**config.mk**
```make
export PLATFORM = sky130hd
export DESIGN_NAME = pipeline_hazard_ctrl
export DESIGN_NICKNAME = d
export VERILOG_FILES = /design/src/rtl/pipeline_hazard_ctrl.sv
export SDC_FILE = /design/constraint.sdc
export NUM_CORES = 1
export LEC_CHECK = 0
export CORE_MARGIN = 8
export CORE_UTILIZATION = 48
export CTS_CLUSTER_SIZE = 10
export DETAILED_ROUTE_END_ITERATION = 8
export PLACE_DENSITY = 0.79
export SKIP_LAST_GASP = 1
export SLEW_MARGIN = 40
export SYNTH_ARGS = -nofsm -noshare
export SYNTH_HDL_FRONTEND = slang
export SYNTH_SLANG_ARGS = --single-unit
```
**constraint.sdc**
```tcl
create_clock -name clk -period 2.7 [get_ports clk]
set_input_delay 0.405 -clock clk [delete_from_list [all_inputs] [get_ports clk]]
set_output_delay 0.405 -clock clk [all_outputs]
set_load 0.01 [all_outputs]
```
**src/rtl/pipeline_hazard_ctrl.sv**
```systemverilog
// rtl/pipeline_hazard_ctrl.sv - hazard/stall controller for the 5-stage RV64 pipeline
// Resolves load-use, taken-branch and data-memory-wait hazards with a wait timeout and perf counters.
module pipeline_hazard_ctrl #(
    parameter int MAX_WAIT = 15,
    parameter int CNT_W    = 16
) (
    input  logic             clk,
    input  logic             reset,
    input  logic [4:0]       id_rs1,
    input  logic [4:0]       id_rs2,
    input  logic             id_uses_rs1,
    input  logic             id_uses_rs2,
    input  logic             ex_memread,
    input  logic [4:0]       ex_rd,
    input  logic             ex_branch_taken,
    input  logic             mem_busy,
    output logic             pc_we,
    output logic             ifid_we,
    output logic             ifid_flush,
    output logic             idex_we,
    output logic             idex_flush,
    output logic             exmem_we,
    output logic             mem_timeout,
    output logic [1:0]       state,
    output logic [CNT_W-1:0] stall_cnt,
    output logic [CNT_W-1:0] flush_cnt
);

    typedef enum logic [1:0] {
        RUN      = 2'd0,
        MEM_WAIT = 2'd1,
        TIMEOUT  = 2'd2
    } state_t;

    localparam logic [7:0]       WAIT_LIM = 8'(MAX_WAIT);
    localparam logic [CNT_W-1:0] CNT_MAX  = '1;

    state_t     cur;
    logic [7:0] wait_cnt;
    logic       load_use;
    logic       frozen;

    assign load_use = ex_memread && (ex_rd != 5'd0) &&
                      ((id_uses_rs1 && (id_rs1 == ex_rd)) ||
                       (id_uses_rs2 && (id_rs2 == ex_rd)));

    // A busy memory freezes everything in RUN and MEM_WAIT alike; once it
    // drops, MEM_WAIT releases in the same cycle with the normal RUN response.
    assign frozen = (cur == TIMEOUT) || mem_busy;

    always_comb begin
        pc_we      = 1'b1;
        ifid_we    = 1'b1;
        ifid_flush = 1'b0;
        idex_we    = 1'b1;
        idex_flush = 1'b0;
        exmem_we   = 1'b1;
        if (reset) begin
            pc_we   = 1'b0;
            ifid_we = 1'b0;
        end else if (frozen) begin
            pc_we    = 1'b0;
            ifid_we  = 1'b0;
            idex_we  = 1'b0;
            exmem_we = 1'b0;
        end else if (ex_branch_taken) begin
            ifid_flush = 1'b1;
            idex_flush = 1'b1;
        end else if (load_use) begin
            pc_we      = 1'b0;
            ifid_we    = 1'b0;
            idex_flush = 1'b1;
        end
    end

    always_ff @(posedge clk) begin
        if (reset) begin
            cur         <= RUN;
            wait_cnt    <= 8'd0;
            mem_timeout <= 1'b0;
            stall_cnt   <= '0;
            flush_cnt   <= '0;
        end else begin
            case (cur)
                RUN: begin
                    if (mem_busy) begin
                        cur      <= MEM_WAIT;
                        wait_cnt <= 8'd1;
                    end
                end
                MEM_WAIT: begin
                    if (!mem_busy) begin
                        cur      <= RUN;
                        wait_cnt <= 8'd0;
                    end else if (wait_cnt == WAIT_LIM) begin
                        cur         <= TIMEOUT;
                        mem_timeout <= 1'b1;
                    end else begin
                        wait_cnt <= wait_cnt + 8'd1;
                    end
                end
                default: begin
                    cur         <= TIMEOUT;
                    mem_timeout <= 1'b1;
                end
            endcase
            if (!pc_we && (stall_cnt != CNT_MAX))
                stall_cnt <= stall_cnt + CNT_W'(1);
            if (idex_flush && (flush_cnt != CNT_MAX))
                flush_cnt <= flush_cnt + CNT_W'(1);
        end
    end

    assign state = cur;

endmodule

```
==> results by group <==
Run status
  • Status: finished clean

STA
  • Tmin final: 2610 ps
  • Max-slew headroom: 68.7%
  • Final Max Tran Viols: 0
  • Worst setup margin: 90.4 ps
  • Period utilisation layout: 96.7%
  • Fmax achieved: 0.383 GHz
  • Skew final: 13.2 ps
  • Slew @ Worst Pin: 466 ps
  • Unrepaired setup endpoints after global routing: false
  • Final setup vio count: 0
  • Final Hold Vio Count: 0

Worst setup path
  • WP data required: 2890 ps
  • CP Max Fanout: 3
  • Critical path arrival: 2800 ps
  • WS Path Type: in -> reg
  • Reg2reg path depth: 7
  • Startpoint types: input port
  • CP Capture Type: register

Floorplan
  • Core area: 4720 um^2
  • Die height: 85.9 um
  • Std cell rows: 25
  • Chip width: 85.9 um
  • Die ar.: 7380 um^2
  • # IOs: 63
  • Starting density of the core: 49.7%

CTS
  • Clock transition at path regs: 90 ps
  • Htree depth: 2
  • Worst-Skew Late Latency: 300 ps
  • Clock Tree Buf Depth: 2
  • CTS Root Cell: clkbuf_8
  • Clock tree from TritonCTS: built
  • TritonCTS sink count: 43
  • CTS Buf Count: 5

Synth
  • Yosys cell types: 50
  • Syn Inst Count: 273
  • Syn_nets: 298
  • Yosys warnings: 0
  • EDFF count, synth: 0
  • Seq/Total Area, Yosys: 36.7%
  • Asr flop ratio synth: 0%
  • Most common cell in the netlist: dfxtp_1
  • Post-Syn Area: 2350 um^2
  • Main synth FF type: dfxtp_1
  • Synth cell count leaders: dfxtp_1 (43), a21oi_1 (23), or3_1 (21), o21ai_1 (19), nand2_1 (16)
  • Synth Register Bits: 43
  • Top cell type's share of synthesized area: 36.7%
  • Synth area leaders: dfxtp_1 (37%), or3_1 (5.6%), a21oi_1 (4.9%), xnor2_1 (4.1%), o21ai_1 (4.1%)
  • Mean post-synth cell area: 8.60 um^2
  • Area leader, netlist: dfxtp_1

Layout
  • Final net count: 374
  • N_diodes: 0
  • # fillers: 408
  • Post-route core utilization: 68.9%
  • P&R area growth vs syn: 38.7%
  • Layout cells sized above 1: 12.0%

Placement
  • Pre-CTS setup slack: -205 ps
  • HPWL Detailed: 4490 um
  • Final Wtd Congestion: 0.809
  • Port Buffer Count: 62

Min path
  • WHS Path Cells: 2
  • Hold crit path type: reg -> reg

Global route
  • First-pass GRT wire length: 10100 um
  • Vias in the first global route: 2257
  • Initial antenna violation count: 0
  • Remaining Overflow, GRT: 0
  • Total track usage: 16.6%
  • Largest net degree at the start of global routing: 29

Pwr
  • Leak: 0.00113 uW
  • VDD IR max: 0.301 mV
  • Total power per unit cell area: 416 nW/um^2

Route
  • # DRC: 0
  • Post-route ant nets: 0
  • First-pass iteration count of the detailed router: 4
  • Initial drt markers: 67
  • Drt total wl: 6010 um
  • Vias: 2281
  • WL per Instance: 14.4 um
  • Post-detailed-route via-to-cell ratio: 5.47

Run
  • Max-Cap Viols: 0
==> critical path: stages <==
cell and delay (ps):
clkdlybuf4s50_1 420, buf_4 150, xnor2_1 190, nand4_1 200, buf_4 190, buf_4 120
buf_4 120, buf_4 130, o221ai_2 240, nand2_2 110, nor3_1 180, mux2_1 350
==> per-stage QoR <==
stage                     setup TNS [ps]  power (uW)  hold WS, ps  cells  cell area, um^2
after global placement              -427         837          436    405             3090
after global routing                   0        1410          489    417             3260
after floorplan                        0         756          470    273             2350
after CTS                              0        1370          462    417             3240
final                                  0        1350          453    417             3260
after detailed placement            -486         842          446    405             3090
==> where the power goes <==
group | internal, uW | switching (uW) | total (uW)
clock network | 300 | 221 | 521
logic | 96.0 | 84.1 | 180
registers | 642 | 11.0 | 653
==> per-layer routing <==
metal  vias to the layer above  wire (um)  GRT usage [%]
met1                      1072       2540           18.0
met4                         0         66           5.25
met2                        51       3090           29.9
met5                         -          0              0
met3                         8        306           5.06
li1                       1150          -              -
==> path summary, 6_finish.rpt <==
check,start,endpoint,slack (ps)
worst min-delay path,mem_timeout,mem_timeout,450
worst max register to register,state[0],flush_cnt[11],600
worst min register to register,mem_timeout,mem_timeout,450
worst max-delay path,ex_rd[1],flush_cnt[7],90
==> registers in the layout, summed over array words and instances, names as in the netlist <==
name and flops:
flush_cnt 16, mem_timeout 1, stall_cnt 16, state 2, wait_cnt 8
==> kinds of logic after synthesis <==
family	count (synthesis)	synth area share, %
simple gates	113	27.0
buf+inv	20	4.96
fa+ha+maj	3	1.60
compound gates	68	19.5
flops	43	36.7
mux	7	3.14
xor+xnor	19	7.09
==> layout by cell type, fill, tap and decap left out, types with 4 or more instances in the layout <==
| cell type | synthesis | final |
|---|---|---|
| a21oi_1 | 23 | 23 |
| and2_1 | 7 | 7 |
| and3_1 | 7 | 7 |
| and4_1 | 5 | 5 |
| buf_4 | 2 | 19 |
| clkbuf_8 | 0 | 6 |
| clkdlybuf4s50_1 | 0 | 59 |
| dfxtp_1 | 43 | 43 |
| inv_1 | 7 | 7 |
| mux2i_1 | 4 | 4 |
| nand2_1 | 16 | 16 |
| nand3_1 | 14 | 14 |
| nand4_1 | 9 | 9 |
| nor2_1 | 15 | 15 |
| nor2b_1 | 6 | 6 |
| o21ai_0 | 4 | 4 |
| o21ai_1 | 19 | 19 |
| o31ai_1 | 4 | 4 |
| or3_1 | 21 | 21 |
| xnor2_1 | 11 | 11 |
| xor2_1 | 8 | 8 |
==> cell type report <==
type	count	area, um^2	area share (%)
multi-input combinational	210	1390	42.6
clock inverter	2	35.0	1.08
inverter	7	26.3	0.807
sequential	43	861	26.4
clock buffer	6	82.6	2.54
tap	67	83.8	2.57
timing repair buffer	82	779	23.9
==> timing repair <==
| item | 4_1_cts | 5_1_grt |
|---|---|---|
| resized for setup | 4 | 2 |
| setup endpoints to repair | 3 | 5 |
| hold buffers | 0 | 0 |
| pin swaps | 2 | 0 |
| setup buffers | 4 | 0 |
Note: power is estimated with default switching activity, not from simulation.
